### config.mk
export PLATFORM = sky130hd
export DESIGN_NAME = alu_op_sequencer_flat
export DESIGN_NICKNAME = d
export VERILOG_FILES = /design/src/rtl/alu_op_sequencer_if.sv /design/src/rtl/alu_op_sequencer.sv /design/src/flat_wrapper.sv
export SDC_FILE = /design/constraint.sdc
export NUM_CORES = 1
export LEC_CHECK = 0
export ABC_AREA = 1
export BUFFER_PORTS_ARGS = -buffer_cell sky130_fd_sc_hd__buf_2
export CAP_MARGIN = 25
export CORE_ASPECT_RATIO = 0.7
export CORE_MARGIN = 2
export CORE_UTILIZATION = 50
export CTS_CLUSTER_DIAMETER = 40
export DETAILED_ROUTE_END_ITERATION = 6
export PLACE_DENSITY = 0.93
export REMOVE_ABC_BUFFERS = 1
export SETUP_SLACK_MARGIN = 0.05
export SYNTH_ARGS = -nofsm -noshare
export SYNTH_HDL_FRONTEND = slang
export SYNTH_SLANG_ARGS = --single-unit
### constraint.sdc
create_clock -name clk -period 3.1 [get_ports clk]
set_input_delay 0.465 -clock clk [delete_from_list [all_inputs] [get_ports clk]]
set_output_delay 0.465 -clock clk [all_outputs]
set_load 0.05 [all_outputs]
### src/rtl/alu_op_sequencer_if.sv
// Request/response channel bundle between decode, the ALU op sequencer and
// writeback/PC-select. The sequencer connects through the slave modport.
interface alu_op_sequencer_if;
  // request channel
  logic        req_valid;
  logic        req_ready;
  logic [1:0]  req_aluop;
  logic [2:0]  req_funct3;
  logic        req_funct7b5;
  logic        req_opb5;
  logic [31:0] req_a;
  logic [31:0] req_b;
  // response channel
  logic        rsp_valid;
  logic        rsp_ready;
  logic [31:0] rsp_result;
  logic [3:0]  rsp_flags;
  logic        rsp_taken;
  logic        rsp_illegal;

  modport slave (
    input  req_valid, req_aluop, req_funct3, req_funct7b5, req_opb5, req_a, req_b,
    output req_ready,
    output rsp_valid, rsp_result, rsp_flags, rsp_taken, rsp_illegal,
    input  rsp_ready
  );

  modport master (
    output req_valid, req_aluop, req_funct3, req_funct7b5, req_opb5, req_a, req_b,
    input  req_ready,
    input  rsp_valid, rsp_result, rsp_flags, rsp_taken, rsp_illegal,
    output rsp_ready
  );
endinterface

### src/rtl/alu_op_sequencer.sv
// Issue-side controller for the 32-bit ALU: decodes ALUOp/funct into
// alu_control, holds operands for EXEC_CYCLES, captures result/flags,
// resolves branch-taken and returns it all on a valid/ready response.
// Optional feature macro: ALU_SEQ_BYPASS_EN (accept a new op in the same
// cycle the pending response is retired).
module alu_op_sequencer #(
  parameter int unsigned EXEC_CYCLES = 1
) (
  input  logic                clk,
  input  logic                rst_n,
  alu_op_sequencer_if.slave   bus,
  output logic [31:0]         alu_a,
  output logic [31:0]         alu_b,
  output logic [2:0]          alu_control,
  input  logic [31:0]         alu_result,
  input  logic                alu_z,
  input  logic                alu_n,
  input  logic                alu_v,
  input  logic                alu_c
);

  localparam int unsigned DATA_W = 32;
  localparam int unsigned CTRL_W = 3;
  localparam int unsigned FLAG_W = 4;
  localparam int unsigned CNT_W  = 4;

  localparam logic [CTRL_W-1:0] CTRL_ADD = 3'b000;
  localparam logic [CTRL_W-1:0] CTRL_SUB = 3'b001;
  localparam logic [CTRL_W-1:0] CTRL_AND = 3'b010;
  localparam logic [CTRL_W-1:0] CTRL_OR  = 3'b011;
  localparam logic [CTRL_W-1:0] CTRL_SLT = 3'b101;

  typedef enum logic [1:0] {
    ST_IDLE = 2'd0,
    ST_EXEC = 2'd1,
    ST_RESP = 2'd2
  } state_e;

  state_e              state_q, state_d;
  logic [CNT_W-1:0]    cnt_q, cnt_d;
  logic [DATA_W-1:0]   alu_a_q, alu_a_d;
  logic [DATA_W-1:0]   alu_b_q, alu_b_d;
  logic [CTRL_W-1:0]   ctrl_q, ctrl_d;
  logic [2:0]          f3_q, f3_d;
  logic                branch_q, branch_d;
  logic                rsp_valid_q, rsp_valid_d;
  logic [DATA_W-1:0]   rsp_result_q, rsp_result_d;
  logic [FLAG_W-1:0]   rsp_flags_q, rsp_flags_d;
  logic                rsp_taken_q, rsp_taken_d;
  logic                rsp_illegal_q, rsp_illegal_d;

  logic                req_ready_c;
  logic                req_fire_c;
  logic                rsp_fire_c;
  logic [CTRL_W-1:0]   dec_ctrl_c;
  logic                dec_illegal_c;
  logic                taken_c;

  // Ready is a decode of the state register, forced low while in reset
`ifdef ALU_SEQ_BYPASS_EN
  assign req_ready_c = rst_n & ((state_q == ST_IDLE) |
                                ((state_q == ST_RESP) & bus.rsp_ready));
`else
  assign req_ready_c = rst_n & (state_q == ST_IDLE);
`endif

  assign req_fire_c = bus.req_valid & req_ready_c;
  assign rsp_fire_c = rsp_valid_q & bus.rsp_ready;

  // Map ALUOp/funct3/funct7b5/opb5 onto alu_control and flag unsupported ops
  always_comb begin
    dec_ctrl_c    = CTRL_ADD;
    dec_illegal_c = 1'b0;
    case (bus.req_aluop)
      2'b00: dec_ctrl_c = CTRL_ADD;
      2'b01: begin
        dec_ctrl_c = CTRL_SUB;
        if (bus.req_funct3 == 3'b010 || bus.req_funct3 == 3'b011) begin
          dec_illegal_c = 1'b1;
        end
      end
      2'b10: begin
        case (bus.req_funct3)
          3'b000:  dec_ctrl_c = (bus.req_opb5 & bus.req_funct7b5) ? CTRL_SUB : CTRL_ADD;
          3'b010:  dec_ctrl_c = CTRL_SLT;
          3'b110:  dec_ctrl_c = CTRL_OR;
          3'b111:  dec_ctrl_c = CTRL_AND;
          default: dec_illegal_c = 1'b1;
        endcase
      end
      default: dec_illegal_c = 1'b1;
    endcase
    if (dec_illegal_c) begin
      dec_ctrl_c = CTRL_ADD;
    end
  end

  // Branch condition from the live ALU flags, qualified by the latched op
  always_comb begin
    taken_c = 1'b0;
    case (f3_q)
      3'b000:  taken_c = alu_z;
      3'b001:  taken_c = ~alu_z;
      3'b100:  taken_c = alu_n ^ alu_v;
      3'b101:  taken_c = ~(alu_n ^ alu_v);
      3'b110:  taken_c = ~alu_c;
      3'b111:  taken_c = alu_c;
      default: taken_c = 1'b0;
    endcase
    taken_c = taken_c & branch_q;
  end

  // Next-state and register updates; accept can happen in IDLE or (bypass) RESP
  always_comb begin
    state_d       = state_q;
    cnt_d         = cnt_q;
    alu_a_d       = alu_a_q;
    alu_b_d       = alu_b_q;
    ctrl_d        = ctrl_q;
    f3_d          = f3_q;
    branch_d      = branch_q;
    rsp_valid_d   = rsp_valid_q;
    rsp_result_d  = rsp_result_q;
    rsp_flags_d   = rsp_flags_q;
    rsp_taken_d   = rsp_taken_q;
    rsp_illegal_d = rsp_illegal_q;

    case (state_q)
      ST_IDLE: begin
        rsp_valid_d = 1'b0;
      end
      ST_EXEC: begin
        if (cnt_q == CNT_W'(0)) begin
          rsp_result_d  = alu_result;
          rsp_flags_d   = {alu_n, alu_z, alu_c, alu_v};
          rsp_taken_d   = taken_c;
          rsp_illegal_d = 1'b0;
          rsp_valid_d   = 1'b1;
          state_d       = ST_RESP;
        end else begin
          cnt_d = cnt_q - CNT_W'(1);
        end
      end
      ST_RESP: begin
        if (rsp_fire_c) begin
          rsp_valid_d = 1'b0;
          state_d     = ST_IDLE;
        end
      end
      default: begin
        state_d     = ST_IDLE;
        rsp_valid_d = 1'b0;
      end
    endcase

    if (req_fire_c) begin
      alu_a_d  = bus.req_a;
      alu_b_d  = bus.req_b;
      ctrl_d   = dec_ctrl_c;
      f3_d     = bus.req_funct3;
      branch_d = (bus.req_aluop == 2'b01);
      if (dec_illegal_c) begin
        rsp_result_d  = '0;
        rsp_flags_d   = '0;
        rsp_taken_d   = 1'b0;
        rsp_illegal_d = 1'b1;
        rsp_valid_d   = 1'b1;
        state_d       = ST_RESP;
      end else begin
        cnt_d       = CNT_W'(EXEC_CYCLES - 1);
        rsp_valid_d = 1'b0;
        state_d     = ST_EXEC;
      end
    end
  end

  // State and datapath registers
  always_ff @(posedge clk or negedge rst_n) begin
    if (!rst_n) begin
      state_q       <= ST_IDLE;
      cnt_q         <= '0;
      alu_a_q       <= '0;
      alu_b_q       <= '0;
      ctrl_q        <= '0;
      f3_q          <= '0;
      branch_q      <= 1'b0;
      rsp_valid_q   <= 1'b0;
      rsp_result_q  <= '0;
      rsp_flags_q   <= '0;
      rsp_taken_q   <= 1'b0;
      rsp_illegal_q <= 1'b0;
    end else begin
      state_q       <= state_d;
      cnt_q         <= cnt_d;
      alu_a_q       <= alu_a_d;
      alu_b_q       <= alu_b_d;
      ctrl_q        <= ctrl_d;
      f3_q          <= f3_d;
      branch_q      <= branch_d;
      rsp_valid_q   <= rsp_valid_d;
      rsp_result_q  <= rsp_result_d;
      rsp_flags_q   <= rsp_flags_d;
      rsp_taken_q   <= rsp_taken_d;
      rsp_illegal_q <= rsp_illegal_d;
    end
  end

  assign alu_a           = alu_a_q;
  assign alu_b           = alu_b_q;
  assign alu_control     = ctrl_q;
  assign bus.req_ready   = req_ready_c;
  assign bus.rsp_valid   = rsp_valid_q;
  assign bus.rsp_result  = rsp_result_q;
  assign bus.rsp_flags   = rsp_flags_q;
  assign bus.rsp_taken   = rsp_taken_q;
  assign bus.rsp_illegal = rsp_illegal_q;

endmodule

### src/flat_wrapper.sv
// flat-port wrapper written by rule: the top's interface ports become plain ports
module alu_op_sequencer_flat 
#(
  parameter int unsigned EXEC_CYCLES = 1
)
  (clk, rst_n, alu_a, alu_b, alu_control, alu_result, alu_z, alu_n, alu_v, alu_c, bus_req_valid, bus_req_aluop, bus_req_funct3, bus_req_funct7b5, bus_req_opb5, bus_req_a, bus_req_b, bus_req_ready, bus_rsp_valid, bus_rsp_result, bus_rsp_flags, bus_rsp_taken, bus_rsp_illegal, bus_rsp_ready);
  alu_op_sequencer_if bus_i ();
  input  logic clk;
  input  logic rst_n;
  output logic [31:0] alu_a;
  output logic [31:0] alu_b;
  output logic [2:0] alu_control;
  input  logic [31:0] alu_result;
  input  logic alu_z;
  input  logic alu_n;
  input  logic alu_v;
  input  logic alu_c;
  input wire logic [$bits(bus_i.req_valid)-1:0] bus_req_valid;
  input wire logic [$bits(bus_i.req_aluop)-1:0] bus_req_aluop;
  input wire logic [$bits(bus_i.req_funct3)-1:0] bus_req_funct3;
  input wire logic [$bits(bus_i.req_funct7b5)-1:0] bus_req_funct7b5;
  input wire logic [$bits(bus_i.req_opb5)-1:0] bus_req_opb5;
  input wire logic [$bits(bus_i.req_a)-1:0] bus_req_a;
  input wire logic [$bits(bus_i.req_b)-1:0] bus_req_b;
  output wire logic [$bits(bus_i.req_ready)-1:0] bus_req_ready;
  output wire logic [$bits(bus_i.rsp_valid)-1:0] bus_rsp_valid;
  output wire logic [$bits(bus_i.rsp_result)-1:0] bus_rsp_result;
  output wire logic [$bits(bus_i.rsp_flags)-1:0] bus_rsp_flags;
  output wire logic [$bits(bus_i.rsp_taken)-1:0] bus_rsp_taken;
  output wire logic [$bits(bus_i.rsp_illegal)-1:0] bus_rsp_illegal;
  input wire logic [$bits(bus_i.rsp_ready)-1:0] bus_rsp_ready;
  assign bus_i.req_valid = bus_req_valid;
  assign bus_i.req_aluop = bus_req_aluop;
  assign bus_i.req_funct3 = bus_req_funct3;
  assign bus_i.req_funct7b5 = bus_req_funct7b5;
  assign bus_i.req_opb5 = bus_req_opb5;
  assign bus_i.req_a = bus_req_a;
  assign bus_i.req_b = bus_req_b;
  assign bus_req_ready = bus_i.req_ready;
  assign bus_rsp_valid = bus_i.rsp_valid;
  assign bus_rsp_result = bus_i.rsp_result;
  assign bus_rsp_flags = bus_i.rsp_flags;
  assign bus_rsp_taken = bus_i.rsp_taken;
  assign bus_rsp_illegal = bus_i.rsp_illegal;
  assign bus_i.rsp_ready = bus_rsp_ready;
  alu_op_sequencer #(.EXEC_CYCLES(EXEC_CYCLES)) u_core (.clk(clk), .rst_n(rst_n), .bus(bus_i), .alu_a(alu_a), .alu_b(alu_b), .alu_control(alu_control), .alu_result(alu_result), .alu_z(alu_z), .alu_n(alu_n), .alu_v(alu_v), .alu_c(alu_c));
endmodule
==> results.json, run 1 <==
{
  "wirelength_um": 12280,
  "rows": 30,
  "ctsHoldBuffers": 0,
  "preCtsSetupSlack_ns": 1.113,
  "critPathCaptureType": "flop",
  "die_x_um": 123.6,
  "drc": 0,
  "final_layout_size_suffix_gt1_share_pct": 31.29,
  "num_antenna_cells": 0,
  "path_max_fanout": 43,
  "power_leakage_nw": 4.274,
  "io_pins": 218,
  "slew_headroom_pct": 45.73,
  "finalHoldViolCount": 0,
  "setup_viol": 0,
  "drv_cap": 0,
  "cts_buffers": 17,
  "tritoncts": "done",
  "htreeDepth": 4,
  "yosys_warnings": 0,
  "final_cell_area_um2": 6719,
  "grt_max_degree": 66,
  "rsz0062_at_grt": "false",
  "holdCritPathClass": "in -> async",
  "powerDensity_nw_per_um2": 1331,
  "num_vias": 4523,
  "synth_cells": 620,
  "finalCriticalPeriod_ns": 1.985,
  "vias_per_cell": 4.639,
  "grt_use_total_pct": 23.44,
  "core-area_um2": 9722,
  "start_util_pct": 51.53,
  "drt-pass1-iter-count": 5,
  "crit_chain": "inv_1, ha_1, nand2_2, nor2_8, inv_4, nand2_1, nand2_1, nand2_1, inv_1",
  "area_growth_pct": 34.12,
  "tns_ns": 0,
  "cts_sinks": 116,
  "timing.hold.ws_ns": 0.1746,
  "arrival_ns": 2.27,
  "slew_viol_final": 0,
  "yosysUniqueCellTypes": 24,
  "finalPower_mw": 8.941,
  "finClkSkew_ns": 0.007705,
  "critPathMaxStageDelay_ns": 0.44,
  "post_cts_buffers": 0,
  "place_inst": 943,
  "cts.repair.resized": 0,
  "critical_path_required_ns": 3.39,
  "fp.dieH_um": 87.75,
  "grt_pass1_vias": 4252,
  "drt_iter0_drc": 246,
  "layout_setup_ws_ns": 1.115,
  "outcome": "complete, no violations",
  "synth.yosys.seq_area_share_pct": 57.94,
  "cts_buffer_depth": 2,
  "fin_util_pct": 69.11,
  "ir_drop_mv": 0.8025,
  "netlist_area_um2": 5010,
  "nNetsFinal": 949,
  "fmax_mhz": 503.9,
  "synth_seq_cells": 116,
  "port_buffers": 217,
  "wl_per_cell_um": 12.60,
  "grt_pass1_wl_um": 19590,
  "fin_cells": 975,
  "grt_antenna_before_repair": 0,
  "crit_start": "u_core.cnt_q[0]",
  "dieArea_um2": 10850,
  "dp_hpwl_um": 8470,
  "worst_path_max_delay_cell": "nor2_8",
  "clock_latency_ns": 0.40,
  "clkTransAtPathRegs_ns": 0.06,
  "worstSetupPathType": "reg -> reg",
  "placed_cell_area_um2": 6118,
  "worst_setup_path_start_kind": "flop",
  "grt.overflow.total": 0,
  "r2r_start": "u_core.cnt_q[0]",
  "period_share_pct": 64.02,
  "ant_nets": 0,
  "crit_top_cell": "nand2_1",
  "tightest_slew_ns": 0.8141,
  "globalplace.congestion": 0.8139,
  "syn_avg_cell_area_um2": 8.080,
  "cts_root_buf": "clkbuf_16"
}
==> flip-flops by register name, indices dropped and copies added, names as in the netlist <==
signal and flops:
u_core.f3_q 3, u_core.bus.rsp_taken 1, u_core.alu_a 32, u_core.branch_q 1, u_core.bus.rsp_valid 1, u_core.alu_b 32
u_core.bus.rsp_flags 4, u_core.bus.rsp_illegal 1, u_core.bus.rsp_result 32, u_core.state_q 2, u_core.cnt_q 4, u_core.alu_control 3
==> kinds of logic after synthesis <==
| group | synth area share [%] |
|---|---|
| AND/OR/NAND/NOR | 31.22 |
| AO/OA/AOI/OAI | 1.548 |
| adder cells (fa/ha/maj) | 0.9990 |
| buffers and inverters | 7.942 |
| flip-flops | 57.94 |
| XOR/XNOR | 0.3497 |
==> power by group <==
group          leakage (nW)  internal, mW  total [mW]  switching, mW
registers              1.48          2.21        2.61          0.396
clock network         0.285          1.28        1.97          0.688
logic                  2.51         0.957        4.37           3.41
==> cell usage after synthesis, drive strengths merged <==
cell type,instances,share of area (%)
buf,26,3.4
nor2,8,1.3
nand2,372,28
nor3,3,0.30
a21oi,4,0.40
ha,4,1.0
nand4,2,0.25
xor2,2,0.35
or2,1,0.12
o21bai,1,0.15
inv,60,4.5
nand3,11,1.1
o21ai,10,1.0
dfrtp,116,58
==> worst max-delay path, delay by kind of cell (launching register included) <==
kind                     cells  cell delay (ns)
adder cells (fa/ha/maj)      1             0.20
buffers and inverters        3             0.45
flip-flops                   1             0.37
AND/OR/NAND/NOR              5             0.83
==> per-layer routing <==
layer  part of all wire, %  GRT usage (%)  vias up
li1                      -              -     2259
met1                    43          28.92     2072
met2                    48          38.96      170
met3                   7.6          7.031       22
met4                   1.9          9.607        0
met5                     0              0        -
==> placed cells by master (no fill, tap or decap), types with 2 or more instances in the layout <==
cell and n:
nand4_1 2, o21ai_1 5, nand3_1 11, inv_1 56, inv_2 3, o21ai_0 5
bufinv_16 3, buf_4 5, clkinv_2 4, a21oi_1 4, nand2_1 369, nor3_1 3
clkinvlp_4 4, clkbuf_16 17, nand2_2 2, ha_1 4, nor2_1 3, nor2_2 2
buf_2 216, xor2_1 2, nor2_4 2, dfrtp_1 116
==> final cells by class <==
| type | instances | area (um^2) |
|---|---|---|
| fill | 766 | 3003 |
| sequential | 116 | 2903 |
| multi-input combinational | 418 | 1709 |
| timing repair buffer | 221 | 1119 |
| clock buffer | 19 | 442.9 |
| inverter | 60 | 227.7 |
| tap | 128 | 160.2 |
| clock inverter | 13 | 157.7 |
==> worst paths after layout <==
check | end | slack (ns) | cells past startpoint
hold / removal | u_core.alu_a[1] | 0.17 | 2
hold reg to reg | u_core.alu_a[13] | 0.47 | 2
max in group asynchronous | u_core.bus.rsp_result[16] | 1.66 | 3
setup / recovery | u_core.bus.rsp_result[22] | 1.12 | 9
min in group clk | u_core.alu_b[26] | 0.26 | 3
setup reg to reg | u_core.bus.rsp_result[22] | 1.12 | 9
(Power assumes the default switching activity.)
==> run 2: changes to the inputs <==
CORE_UTILIZATION = 43   (was 50)
PLACE_DENSITY = 0.85   (was 0.93)
clock period = 1.68 ns   (was 3.1 ns; I/O delays follow)
==> run 2 against run 1 <==
  * Count of clock-buffer cells in the layout grew 1
  * Core utilization shrank 7.5 points
  * Final area grew 2.5%
  * First-iteration DRC count shrank 13%
  * Combinational power grew 87%
  * Critical path depth shrank 5
  * Clock power grew 79%
  * Highest routed layer unchanged
==> results.json, run 2 (same netlist as run 1, synthesis figures left out) <==
{
  "grt_pass1_wl_um": 20730,
  "cts_sinks": 116,
  "ir_drop_mv": 1.608,
  "clkTransAtPathRegs_ns": 0.06,
  "hold_path_depth": 3,
  "fin_cells": 1009,
  "htreeDepth": 4,
  "dp_hpwl_um": 8820,
  "cts_root_buf": "clkbuf_16",
  "critical_path_required_ns": 1.43,
  "num_vias": 4544,
  "p_sw_mw": 8.310,
  "worst_setup_path_start_kind": "flop",
  "period_share_pct": 92.39,
  "start_util_pct": 44.85,
  "grt.overflow.total": 0,
  "outcome": "complete, no violations",
  "drv_cap": 0,
  "rows": 32,
  "nFillCells": 976,
  "fmax_mhz": 644.2,
  "critPathCaptureType": "output port",
  "grt_pass1_vias": 4524,
  "most-common-layout-cells": "nand2_1, buf_2, dfrtp_1",
  "nNetsFinal": 958,
  "final_cell_area_um2": 6884,
  "die_x_um": 133.0,
  "final_layout_size_suffix_gt1_share_pct": 31.89,
  "cp-endpoint": "bus_req_ready",
  "drt-pass1-iter-count": 4,
  "slew_headroom_pct": 59.38,
  "preCtsSetupSlack_ns": 0.1153,
  "powerDensity_nw_per_um2": 2399,
  "port_buffers": 217,
  "r2r_slack_ns": 0.18,
  "io_pins": 218,
  "cts_buffers": 17,
  "fin_util_pct": 61.63,
  "place_inst": 973,
  "fp.dieH_um": 94.31,
  "dieArea_um2": 12540,
  "globalplace.congestion": 0.8011,
  "p_sw_share_pct": 50.31,
  "holdCritPathClass": "in -> reg",
  "arrival_ns": 1.30,
  "setup_viol": 0,
  "slew_viol_final": 0,
  "tightest_slew_ns": 0.6093,
  "reg2reg_depth": 10,
  "finalPower_mw": 16.52,
  "clock_power_share_pct": 21.3,
  "layout_commonest_cell": "nand2_1",
  "placed_cell_area_um2": 6262,
  "power_leakage_nw": 4.336,
  "finClkSkew_ns": 0.008536,
  "path_max_fanout": 3,
  "layout_setup_ws_ns": 0.1278,
  "grt_antenna_before_repair": 0,
  "p_int_mw": 8.206,
  "crit_start": "u_core.state_q[1]",
  "num_antenna_cells": 0,
  "core-area_um2": 11170,
  "ant_nets": 0,
  "drt_iter0_drc": 213,
  "finalHoldViolCount": 0,
  "area_growth_pct": 37.41,
  "seqPwrFrac_pct": 29.2,
  "clock_latency_ns": 0.40,
  "grt_max_degree": 117,
  "vias_per_cell": 4.503,
  "wirelength_um": 12490,
  "rsz0062_at_grt": "false",
  "tritoncts": "done",
  "worstSetupPathType": "reg -> out",
  "wl_per_cell_um": 12.38,
  "drc": 0,
  "rr_endpoint": "u_core.bus.rsp_result[28]",
  "finalCriticalPeriod_ns": 1.552,
  "combPwrFrac_pct": 49.5,
  "r2r_start": "u_core.cnt_q[0]",
  "grt_use_total_pct": 20.89,
  "tns_ns": 0,
  "cts_buffer_depth": 2,
  "timing.hold.ws_ns": 0.04205
}
[run 2: area by class of cell]
| class | instances | area (um^2) | share of cell area (%) |
|---|---|---|---|
| Clock inverter | 12 | 130.1 | 1.890 |
| Multi-Input combinational cell | 418 | 1709 | 24.83 |
| Sequential cell | 116 | 2903 | 42.17 |
| Clock buffer | 20 | 456.7 | 6.634 |
| Tap cell | 153 | 191.4 | 2.781 |
| Inverter | 60 | 227.7 | 3.308 |
| Timing Repair Buffer | 230 | 1266 | 18.39 |
[run 2: power by group through the flow]
stage | registers (mW) | logic (mW) | clock network [mW]
4_1_cts | 4.82 | 8.22 | 3.59
5_1_grt | 4.98 | 8.77 | 3.72
6_report | 4.82 | 8.17 | 3.52
3_3_place_gp | 4.80 | 8.04 | 0
2_1_floorplan | 8.90 | 1.96 | 0
3_5_place_dp | 4.81 | 8.21 | 0
[run 2: how the worst min path moves through the flow]
stage / from / to
2_1_floorplan: rst_n / u_core.alu_a[0]
5_1_grt: bus_req_b[10] / u_core.alu_b[10]
3_5_place_dp: rst_n / u_core.bus.rsp_flags[1]
4_1_cts: bus_req_a[2] / u_core.alu_a[2]
6_report: bus_req_a[0] / u_core.alu_a[0]
3_3_place_gp: rst_n / u_core.bus.rsp_flags[1]
[run 2: timing repair]
item                                    CTS  global route
endpoints found under the setup margin    1            34
pin swaps                                 0             1
hold endpoints to repair                109             0
resized for setup                         1             0
hold buffers                              1             0
setup buffers                             0             3
[run 2: per-layer routing]
| metal | vias to the layer above | track usage [%] | share of wire (%) |
|---|---|---|---|
| met5 | - | 0 | 0 |
| met4 | 0 | 5.018 | 0.98 |
| met3 | 12 | 7.497 | 7.8 |
| met2 | 164 | 34.84 | 46 |
| met1 | 2087 | 26.30 | 45 |
| li1 | 2281 | - | - |
[run 2: critical path, cell delays in order (launching register included)]
cell and delay [ns]:
dfrtp_1 0.42, inv_1 0.08, nand2_1 0.08, nor2_4 0.12, buf_4 0.21
